[config.mk]
export PLATFORM = sky130hd
export DESIGN_NAME = hanoi_solver
export DESIGN_NICKNAME = d
export VERILOG_FILES = /design/src/rtl/hanoi_solver.sv
export SDC_FILE = /design/constraint.sdc
export NUM_CORES = 1
export LEC_CHECK = 0
export BUFFER_PORTS_ARGS = -buffer_cell sky130_fd_sc_hd__buf_4
export CAP_MARGIN = 5
export CORE_ASPECT_RATIO = 1.2
export CORE_MARGIN = 1
export CORE_UTILIZATION = 55
export CTS_BUF_LIST = sky130_fd_sc_hd__clkbuf_8
export DETAILED_ROUTE_END_ITERATION = 16
export HOLD_SLACK_MARGIN = 0.08
export PLACE_DENSITY_LB_ADDON = 0.12
export SETUP_SLACK_MARGIN = 0.1
export SLEW_MARGIN = 15
export SYNTH_ARGS = -nofsm -noshare
export SYNTH_HDL_FRONTEND = slang
export SYNTH_SLANG_ARGS = --single-unit
export TNS_END_PERCENT = 20
[constraint.sdc]
create_clock -name clock -period 2.7 [get_ports clock]
set_input_delay 0.54 -clock clock [delete_from_list [all_inputs] [get_ports clock]]
set_output_delay 0.54 -clock clock [all_outputs]
set_load 0.01 [all_outputs]
[src/rtl/hanoi_solver.sv]
// Iterative Tower-of-Hanoi move generator: moves N discs from peg A to peg B,
// offering one legal move per valid/ready handshake.
module hanoi_solver #(
  parameter int N  = 5,
  parameter int CW = 16
) (
  input  logic          clock,
  input  logic          reset_n,
  input  logic          start,
  input  logic          move_ready,
  output logic          move_valid,
  output logic [1:0]    from,
  output logic [1:0]    to,
  output logic          busy,
  output logic          done,
  output logic [CW-1:0] move_count
);

  localparam int TW = 5;
  localparam logic [CW-1:0] LAST = CW'((64'd1 << N) - 64'd1);

  typedef enum logic [1:0] {S_IDLE, S_CALC, S_OFFER, S_DONE} state_t;

  state_t          state, state_nxt;
  logic [N:1][1:0] pos;
  logic [1:0]      d1, nxt1, pa, pb, calc_from, calc_to;
  logic [TW-1:0]   ta, tb, src_top;
  logic            accept;

  // Empty peg reports N+1 so any real disc compares smaller.
  function automatic logic [TW-1:0] top_of(input logic [N:1][1:0] p, input logic [1:0] peg);
    logic [TW-1:0] t;
    t = TW'(N + 1);
    for (int d = N; d >= 1; d--)
      if (p[d] == peg) t = TW'(d);
    return t;
  endfunction

  always_comb begin
    d1 = pos[1];
    if (N % 2 == 1) nxt1 = (d1 == 2'd2) ? 2'd0 : d1 + 2'd1;
    else            nxt1 = (d1 == 2'd0) ? 2'd2 : d1 - 2'd1;
    case (d1)
      2'd0:    begin pa = 2'd1; pb = 2'd2; end
      2'd1:    begin pa = 2'd0; pb = 2'd2; end
      default: begin pa = 2'd0; pb = 2'd1; end
    endcase
    ta = top_of(pos, pa);
    tb = top_of(pos, pb);
    if (move_count[0]) begin
      calc_from = (ta < tb) ? pa : pb;
      calc_to   = (ta < tb) ? pb : pa;
    end else begin
      calc_from = d1;
      calc_to   = nxt1;
    end
    src_top = top_of(pos, from);
    accept  = (state == S_OFFER) && move_ready;
  end

  always_comb begin
    state_nxt = state;
    case (state)
      S_IDLE, S_DONE: if (start) state_nxt = S_CALC;
      S_CALC:         state_nxt = S_OFFER;
      S_OFFER:        if (accept) state_nxt = (move_count + 1'b1 == LAST) ? S_DONE : S_CALC;
      default:        state_nxt = S_IDLE;
    endcase
  end

  always_ff @(posedge clock or negedge reset_n) begin
    if (!reset_n) state <= S_IDLE;
    else          state <= state_nxt;
  end

  always_ff @(posedge clock or negedge reset_n) begin
    if (!reset_n) begin
      pos        <= '0;
      from       <= 2'd0;
      to         <= 2'd0;
      move_count <= '0;
    end else begin
      case (state)
        S_IDLE, S_DONE: if (start) begin
          pos        <= '0;
          move_count <= '0;
        end
        S_CALC: begin
          from <= calc_from;
          to   <= calc_to;
        end
        S_OFFER: if (accept) begin
          for (int d = 1; d <= N; d++)
            if (TW'(d) == src_top) pos[d] <= to;
          move_count <= move_count + 1'b1;
        end
        default: ;
      endcase
    end
  end

  assign move_valid = (state == S_OFFER);
  assign busy       = (state == S_CALC) || (state == S_OFFER);
  assign done       = (state == S_DONE);

endmodule

=== Word-level counts from Yosys, hierarchy flattened ===
Cells that the tools add are included.

* Register bits: 32
* Latch bits: 0
* Memory bits (writable): 0
* ROM bits: 0
* Input bits: 4
* Output and inout bits: 23
* Logic and storage cells: 96
* Memories: 0

* Add/sub/neg operators: 2
* Multiply operators: 0
* Divide/modulo/power cells: 0
* Magnitude comparators: 1
* Equality and inequality tests: 33
* Shift-type cells: 0
* Muxes and demuxes: 37
* Bitwise gates (word level): 0
* Reduce and logical (&&, ||, !) cells: 14

{| class="wikitable"
|+ Operators by type and width
! cell !! count
|-
| 5-bit two-way mux || 12
|-
| 2-bit two-way mux || 17
|-
| 16-bit two-way mux || 2
|-
| 16-bit case mux with 2 select lines || 1
|-
| 2-bit equality test || 15
|-
| 10-bit two-way mux || 2
|-
| 10-bit case mux with 2 select lines || 1
|-
| 4-bit AND reduction || 5
|-
| 16-bit by 1-bit adder with 16-bit output, second input constant || 1
|-
| 16-bit by 5-bit equality test with 1-bit output, second input constant || 1
|-
| 2-bit by 1-bit != test with 1-bit output, second input constant || 6
|-
| 2-bit by 5-bit equality test with 1-bit output, first input constant || 2
|-
| 3-bit by 5-bit equality test with 1-bit output, first input constant || 2
|-
| 2-bit equality test, second input constant || 3
|-
| 2-bit case mux with 3 select lines || 1
|-
| 1-bit by 5-bit equality test with 1-bit output, first input constant || 1
|-
| 5-bit less-than comparator || 1
|-
| 2-bit by 1-bit equality test with 1-bit output, second input constant || 2
|-
| 2-bit logical NOT || 2
|-
| 2-bit OR reduction || 2
|-
| 3-bit AND reduction || 1
|-
| 2-bit by 1-bit adder with 2-bit output, second input constant || 1
|-
| 2-bit != test, second input constant || 1
|-
| 2-bit AND reduction || 1
|-
| other kinds (4) || 4
|}

=== Depth between registers and ports, before layout ===
Gate-level depths: netlist of the first run.

* Depth in word-level cells: 12
* Depth in mapped cells: 12
* Gate-level depth less buffers: 10

=== Worst setup path before layout of the first run ===
OpenSTA, ideal clock, no wires.

* Path type: reg-to-reg
* From: register pos (netlist bit d1[1])
* To: register to[0]
* Library setup time: 0.082 ns
* Arrival time: 2.488 ns
* Data required time: 2.618 ns
* Path slack: 0.130 ns
* Cell stages (with the launch flop): 13
* Buffers on the path: 2
* Clock period less this slack: 2.570 ns
* Path through: dfrtp_1 -> buf_6 -> inv_1 -> ha_1 -> buf_2 -> or2_2 -> a21oi_1 -> nor2_1 -> a21oi_1 -> ha_1 -> o311a_1 -> or4_1 -> a31oi_1

* Longest elaborated chain between the ends: 12
* Elaborated cells on any way between the ends: 30
* Those cells by class: order compare: 1; eq/ne: 12; mux: 15; reduce/logical: 2

{| class="wikitable"
|+ Ends and longest elaborated chain
! element !! RTL line !! RTL
|-
| start: declaration || 25 || <nowiki>logic [N:1][1:0] pos;</nowiki>
|-
| start signal: indexed assignment || 94 || <nowiki>if (TW'(d) == src_top) pos[d] <= to;</nowiki>
|-
| 2-bit by 1-bit equality test with 1-bit output or 2-bit logical NOT (tied branches) || 43 || <nowiki>case (d1)</nowiki>
|-
| 2-bit OR reduction (no line) || -- ||
|-
| 2-bit two-way mux || 43 ||
|-
| 2-bit equality test || 35 || <nowiki>if (p[d] == peg) t = TW'(d);</nowiki>
|-
| 2-bit two-way mux || 35 ||
|-
| 5-bit two-way mux (4 in series) || 35 ||
|-
| 5-bit less-than comparator || 52 || <nowiki>calc_to = (ta < tb) ? pb : pa;</nowiki>
|-
| 2-bit two-way mux || 52 ||
|-
| 2-bit two-way mux (*) || 50 || <nowiki>if (move_count[0]) begin</nowiki>
|-
| end signal: assignment || 90 || <nowiki>to <= calc_to;</nowiki>
|-
| end: declaration || 13 || <nowiki>output logic [1:0] to,</nowiki>
|}

Every way passes the cells marked *; elsewhere a longest branch is shown, timed or not.
A chain may end at the register's enable or synchronous reset.

=== Worst setup path in the final report of the first run ===
* From: register pos (netlist bit d1[0])
* To: register to[0]

Same word-level chain as after synthesis.

==> out/qor.log, run 1 <==
qor: run_status.outcome finished clean
qor: grt.grt_pass1_wl 8980 microns
qor: setup_path.worst-endpoint-arrival 2710 ps
qor: cells_and_area.final_layout_size_suffix_gt1_share 20.0%
qor: setup_path.start_kind register
qor: setup_path.crit_fanout 6
qor: synth.synthesis.instances 281
qor: synth.synth_compound_area_share 20.4%
qor: routing.drc 0
qor: sta.report.final.slew_viol_count 0
qor: synth.postSynth.asyncResetShare 100%
qor: synth.yosys.area_share.xor_xnor 8.36%
qor: floorplan.starting_density_of_the_core 58.0%
qor: sta.fin_crit_sh 92.4%
qor: sta.fin_tns_setup 0 ps
qor: routing.route.vias.total 2142
qor: sta.rsz_0062_raised_after_global_routing yes
qor: synth.syn-mean-instance-area 8.20 sq um
qor: floorplan.top_level_ports 27
qor: synth.post_synth_fa_ha_maj_area_fraction 5.43%
qor: place.gp_congestion 0.881
qor: setup_path.crit_path_end_kind register
qor: flow_run.max_cap_violations 0
qor: clocking.worstSkewPairLatency 290 ps
qor: place.place_inst 355
qor: synth.synth_enable_flop_cells 0
qor: routing.routed_wl 5590 microns
qor: place.numPortBuffers 26
qor: power.max-vdd-ir-drop 0.581 mV
qor: synth.dominant_combinational_cell_family_by_area_after_synthesis simple AND/OR/NAND/NOR gates
qor: floorplan.rows 25
qor: routing.avgRoutedWirePerCell 15.4 microns
qor: routing.ant_nets 0
qor: power.power.static_leakage 1.20 nW
qor: clocking.cts_hold_buffers 0
qor: floorplan.floorplan.core_area 3970 sq um
qor: setup_path.worstReg2RegStart d1[0]
qor: cells_and_area.finalNetCount 323
qor: cells_and_area.filler_cell_count 365
qor: cells_and_area.finalNonFillerCells 364
qor: cells_and_area.final_cell_mix sky130_fd_sc_hd__o21ai_0 (35), sky130_fd_sc_hd__buf_4 (35), sky130_fd_sc_hd__dfrtp_1 (31)
qor: synth.number_of_warnings_issued_by_yosys 0
qor: clocking.clock_tree.root_cell sky130_fd_sc_hd__clkbuf_8
qor: sta.achievable-frequency 401 MHz
qor: floorplan.die-area 4450 sq um
qor: setup_path.worstSetupPathType reg -> reg
qor: sta.setup_viol 0
qor: setup_path.required 2910 ps
qor: setup_path.worst_r2r_path_depth 11
qor: clocking.cts_max_path_buffers 2
qor: min_path.hold_path.class in -> async
qor: power.power.density_cell_area 1190 nW/um^2
qor: grt.vias_in_the_first_global_route 2011
qor: synth.ys_types 44
qor: synth.synth_simple_gate_area_share 22.9%
qor: synth.postSynthRegisterBits 32
qor: setup_path.r2r_end to[0]
qor: floorplan.fp.dieH 72.9 microns
qor: synth.synthesis.nets 295
qor: routing.detailedRoute.firstIterationViolations 142
qor: place.hpwlAfterDp 3870 microns
qor: synth.synth_ff_type sky130_fd_sc_hd__dfrtp_1
qor: routing.avgViaCountPerCell 5.88
qor: grt.grt_start_max_net_pins 33
qor: grt.global_route.usage.total 27.2%
qor: sta.period_needed 2490 ps
qor: sta.slew_headroom 58.0%
qor: setup_path.reg_to_reg_setup_timing_slack 210 ps
qor: synth.synth.yosys.seq_area_share 34.7%
qor: cells_and_area.diodes 0
qor: synth.synth.mux.area_fraction 3.37%
qor: clocking.htree_num_levels 2
qor: floorplan.chipWidth 61.1 microns
qor: clocking.cts_sinks 32
qor: grt.antenna_found_initial 0
qor: sta.hold_viol 0
qor: clocking.cts_tree built
qor: clocking.path_clk_slew 70 ps
qor: synth.post_synth_instance_area 2300 sq um
qor: sta.transition_time_at_the_pin_with_the_least_slew_margin 628 ps
qor: clocking.cts-buffers-inserted 5
qor: grt.globalRoute.totalOverflow 0
qor: setup_path.startpoint_of_the_worst_setup_timing_path d1[0]
qor: routing.drt-pass1-iter-count 6
qor: place.setup_ws_pre_cts 54.5 ps
qor: sta.fin_skew 9.89 ps
qor: sta.final_critical_path_setup_slack 206 ps
qor: cells_and_area.area_delta_synth_final 17.9%
[stage by stage]
| stage | area (sq um) | hold WS (ps) | util (%) | power, mW |
|---|---|---|---|---|
| 2_1_floorplan | 2300 | 244 | - | 2.14 |
| 3_3_place_gp | 2560 | 499 | 64.4 | 2.57 |
| 3_5_place_dp | 2560 | 505 | 64.4 | 2.62 |
| 4_1_cts | 2660 | 194 | 66.9 | 3.03 |
| 5_1_grt | 2720 | 214 | 68.4 | 3.53 |
| 6_report | 2720 | 175 | 68.4 | 3.24 |
[layer usage]
metal  share of wire (%)  wire, microns  track usage (%)  vias up
met5                   0              0                0        -
met4                 1.2             65             10.9        0
met3                 3.1            174             5.50        8
met2                  53           2970             46.4       46
met1                  43           2380             32.8     1029
li1                    -              -                -     1059
[state kept, by name, summed over array words and instances (netlist names)]
name	count
to	2
from	2
d1	2
state	2
move_count	16
pos	8
[worst max-delay path by stage]
stage | slack (ps) | depth (start not counted) | endpoint
2_1_floorplan | 130 | 12 | to[0]
3_3_place_gp | 120 | 8 | to[0]
3_5_place_dp | 50 | 8 | to[0]
4_1_cts | 110 | 10 | to[0]
5_1_grt | 90 | 11 | to[0]
6_report | 210 | 11 | to[0]
[cells in the mapped netlist, types with 5 or more instances]
master / instances / share of area [%]
sky130_fd_sc_hd__xor2_1: 12 / 4.6
sky130_fd_sc_hd__ha_1: 10 / 5.4
sky130_fd_sc_hd__and3_1: 5 / 1.4
sky130_fd_sc_hd__dfrtp_1: 32 / 35
sky130_fd_sc_hd__a21oi_1: 10 / 2.2
sky130_fd_sc_hd__nor2_1: 23 / 3.7
sky130_fd_sc_hd__nand2_1: 28 / 4.6
sky130_fd_sc_hd__o21ai_0: 35 / 7.6
sky130_fd_sc_hd__nor3_1: 7 / 1.5
sky130_fd_sc_hd__xnor2_1: 10 / 3.8
sky130_fd_sc_hd__clkbuf_1: 10 / 1.6
sky130_fd_sc_hd__nand3_1: 17 / 3.7
sky130_fd_sc_hd__mux2_2: 6 / 2.9
sky130_fd_sc_hd__nor2b_1: 5 / 1.4
sky130_fd_sc_hd__inv_1: 11 / 1.8
sky130_fd_sc_hd__o22ai_1: 5 / 1.4
sky130_fd_sc_hd__nand2b_1: 5 / 1.4
sky130_fd_sc_hd__a22oi_1: 6 / 2.0
[repair_timing]
| item | in CTS | in global routing |
|---|---|---|
| pin swaps | 0 | 4 |
| buffers inserted | 0 | 1 |
| resized for setup | 3 | 11 |
| cloned | 0 | 0 |
| endpoints found under the setup margin | 2 | 3 |
| endpoints found under the hold margin | 0 | 0 |
[cell type report]
| cell class | instances | area [sq um] | area share (%) |
|---|---|---|---|
| Inverter | 11 | 41.3 | 1.52 |
| Timing Repair Buffer | 35 | 263 | 9.67 |
| Tap cell | 54 | 67.6 | 2.49 |
| Sequential cell | 32 | 802 | 29.5 |
| Clock inverter | 2 | 7.51 | 0.276 |
| Clock buffer | 6 | 82.6 | 3.04 |
| Multi-Input combinational cell | 224 | 1450 | 53.5 |
[worst max-delay path, cell delays in order, from the launching register on]
cell	delay, ps
sky130_fd_sc_hd__dfrtp_2	440
sky130_fd_sc_hd__inv_2	110
sky130_fd_sc_hd__ha_4	170
sky130_fd_sc_hd__buf_4	140
sky130_fd_sc_hd__xor2_1	180
sky130_fd_sc_hd__nor2_2	70
sky130_fd_sc_hd__nor2_1	150
sky130_fd_sc_hd__a21oi_2	80
sky130_fd_sc_hd__ha_1	310
sky130_fd_sc_hd__o311a_4	140
sky130_fd_sc_hd__or4_1	460
sky130_fd_sc_hd__a31oi_1	170
[cell families (layout without fill, tap and decap cells)]
group / Yosys count / after routing
AOI/OAI and AO/OA: 77 / 77
xor gates and xnor gates: 22 / 22
adders and majority gates: 10 / 10
buffers and inverters: 25 / 54
DFF: 32 / 32
muxes: 7 / 7
and+or+nand+nor: 108 / 108
[where the power goes]
group	internal [mW]	leakage, nW	switching [mW]
clock network	0.200	0.0538	0.177
registers	0.578	0.430	0.192
logic	0.982	0.721	1.12
total	1.76	1.20	1.49
No activity file was read; power rests on OpenSTA's default activity.
==> run 2: changes to the inputs <==
--- a/config.mk
+++ b/config.mk
@@ -14,6 +14,7 @@
 export DETAILED_ROUTE_END_ITERATION = 16
 export HOLD_SLACK_MARGIN = 0.08
 export PLACE_DENSITY_LB_ADDON = 0.12
+export REMOVE_ABC_BUFFERS = 1
 export SETUP_SLACK_MARGIN = 0.1
 export SLEW_MARGIN = 15
 export SYNTH_ARGS = -nofsm -noshare
==> run 2 against run 1 <==
Against the previous run:
- sequential cell count did not move
- clock power barely moved
- power rose by 0.16%
- first-iteration DRC count fell by 31%
- sequential share of layout area barely moved
- register-to-register slack got worse by 30 ps
- final cell count fell by 0.27%
- critical path type unchanged
- highest routed layer unchanged
==> out/qor.log, run 2 (synthesized netlist as in run 1, its figures left out) <==
qor: run_status.outcome finished clean
qor: grt.grt_pass1_wl 9200 microns [+2.5%]
qor: cells_and_area.diodes 0 [unchanged]
qor: flow_run.max_cap_violations 0 [unchanged]
qor: grt.antenna_found_initial 0 [unchanged]
qor: floorplan.fp.dieH 72.9 microns [unchanged]
qor: cells_and_area.area.sequential 802 sq um [unchanged]
qor: grt.grt_start_max_net_pins 33 [unchanged]
qor: clocking.cts_tree built
qor: sta.report.final.slew_viol_count 0 [unchanged]
qor: setup_path.r2r_end to[0]
qor: routing.wl_met1 2370 microns [-0.13%]
qor: floorplan.top_level_ports 27 [unchanged]
qor: floorplan.chipWidth 61.1 microns [unchanged]
qor: clocking.htree_num_levels 2 [unchanged]
qor: routing.drc 0 [unchanged]
qor: cells_and_area.final_common_cell sky130_fd_sc_hd__o21ai_0
qor: setup_path.worst_r2r_path_depth 11 [unchanged]
qor: sta.slew_headroom 58.0% [-0.061 points]
qor: power.power.static_leakage 1.20 nW [-0.32%]
qor: floorplan.floorplan.core_area 3970 sq um [unchanged]
qor: sta.setup_viol 0 [unchanged]
qor: cells_and_area.largest_registers move_count x16, pos x8
qor: routing.wl_met3 172 microns [-1.1%]
qor: routing.avgRoutedWirePerCell 15.6 microns [+1.4%]
qor: cells_and_area.number_of_flip_flops_under_the_largest_register_name 16 [unchanged]
qor: setup_path.crit_path_end_kind register
qor: setup_path.cp_slowest_cell sky130_fd_sc_hd__or4_1
qor: grt.global_route.usage.total 27.8% [+0.58 points]
qor: place.gp_congestion 0.887 [+0.66%]
qor: floorplan.starting_density_of_the_core 58.0% [unchanged]
qor: power.power.density_cell_area 1200 nW/um^2 [+0.30%]
qor: setup_path.cp_cell_sequence inv_2 > ha_4 > buf_4 > and2_1 > nor2_1 > o22ai_2 > a21oi_1 > ha_1 > o311a_4 > or4_1 > a31oi_1
qor: routing.detailedRoute.firstIterationViolations 98 [-31%]
qor: cells_and_area.final_layout_size_suffix_gt1_share 19.7% [-0.26 points]
qor: clocking.worstSkewPairLatency 290 ps [about the same]
qor: routing.route.vias.total 2168 [+1.2%]
qor: grt.globalRoute.totalOverflow 0 [unchanged]
qor: sta.fin_skew 2.56 ps [-7.32 ps]
qor: sta.fin_tns_setup 0 ps [unchanged]
qor: setup_path.worst-endpoint-arrival 2730 ps [+20 ps]
qor: sta.achievable-frequency 396 MHz [-1.2%]
qor: cells_and_area.multi_input_comb_area 1460 sq um [+0.26%]
qor: setup_path.reg_to_reg_setup_timing_slack 180 ps [-30 ps]
qor: min_path.hold_path.class in -> async
qor: sta.rsz_0062_raised_after_global_routing no
qor: cells_and_area.area_delta_synth_final 17.7%
qor: cells_and_area.regMostFlops move_count
qor: floorplan.die-area 4450 sq um [unchanged]
qor: cells_and_area.finalCoreUtilization 68.3% [-0.095 points]
qor: sta.period_needed 2520 ps [+30.2 ps]
qor: routing.ant_nets 0 [unchanged]
qor: place.numPortBuffers 26 [unchanged]
qor: floorplan.rows 25 [unchanged]
qor: setup_path.worstSetupPathType reg -> reg
qor: place.hpwlAfterDp 3980 microns [+2.7%]
qor: sta.fin_worst_hold_slack 180 ps [+4.96 ps]
qor: power.p_total 3.25 mW [+0.16%]
qor: clocking.cts_max_path_buffers 2 [unchanged]
qor: setup_path.required 2910 ps [about the same]
qor: clocking.path_clk_slew 70 ps [about the same]
qor: sta.fin_crit_sh 93.5% [+1.1 points]
qor: clocking.cts-buffers-inserted 5 [unchanged]
qor: sta.transition_time_at_the_pin_with_the_least_slew_margin 629 ps [+0.908 ps]
qor: sta.hold_viol 0 [unchanged]
qor: routing.routed.top_layer met4
qor: setup_path.start_kind register
qor: cells_and_area.finalNetCount 322 [-0.31%]
qor: power.max-vdd-ir-drop 0.759 mV [+30%]
qor: clocking.cts_sinks 32 [unchanged]
qor: routing.dr_wl_met2 3020 microns [+1.6%]
qor: routing.avgViaCountPerCell 5.97 [+1.5%]
qor: routing.routed_wl 5650 microns [+1.1%]
qor: setup_path.crit_fanout 6 [unchanged]
qor: clocking.clock_tree.root_cell sky130_fd_sc_hd__clkbuf_8
qor: cells_and_area.final_cell_mix sky130_fd_sc_hd__o21ai_0 (35), sky130_fd_sc_hd__buf_4 (34), sky130_fd_sc_hd__dfrtp_1 (31)
qor: cells_and_area.filler_cell_count 348 [-4.7%]
qor: setup_path.worstReg2RegStart d1[0]
qor: grt.vias_in_the_first_global_route 2041 [+1.5%]
qor: routing.drt-pass1-iter-count 5 [-1]
qor: setup_path.cpPeakStageDelay 470 ps [about the same]
## run 2: cell count changes in the layout (fill, tap and decap cells not counted), sizes merged
cell  delta
buf      -1
## run 2: layer usage
metal	up-vias	GRT usage (%)
met2	44	49.3
met1	1058	32.4
met4	0	9.60
met5	-	0
li1	1055	-
met3	11	5.50
## run 2: timing repair
item | CTS | global route
setup endpoints to repair | 2 | 2
hold buffers | 0 | 0
pin swaps | 0 | 2
buffers inserted | 0 | 0
endpoints found under the hold margin | 0 | 0
resized for setup | 7 | 7
## run 2: how the worst max path moves through the flow
stage	end	cells past startpoint	slack, ps	startpoint
floorplan	to[0]	10	2	d1[1]
global placement	to[0]	8	120	d1[0]
detailed placement	from[0]	8	60	d1[0]
CTS	to[0]	11	140	d1[0]
global route	to[0]	11	60	d1[0]
finish	to[0]	11	180	d1[0]
## run 2: cell type report
type                            count  share of cell area, %
Inverter                           11                   1.52
Tap cell                           54                   2.49
Sequential cell                    32                   29.6
Clock buffer                        6                   3.04
Timing Repair Buffer               34                   9.41
Multi-Input combinational cell    224                   53.7
Clock inverter                      2                  0.277
## run 2: stage by stage
step,instances,instance area [sq um],worst slack [ps]
floorplan,267,2230,2.25
global route,363,2710,61.4
detailed placement,355,2560,57.6
CTS,363,2680,144
finish,363,2710,176
global placement,355,2560,118
## run 2: power by group
part	switching, mW	internal, mW	total, mW
logic	1.12	0.970	2.09
clock network	0.179	0.200	0.379
registers	0.201	0.577	0.779
## run 2: critical path, delay by kind of cell (launching register included)
kind | cells | cell delay (ps)
compound gates | 4 | 570
fa+ha+maj | 2 | 430
buf+inv | 2 | 230
flops | 1 | 430
simple gates | 3 | 760
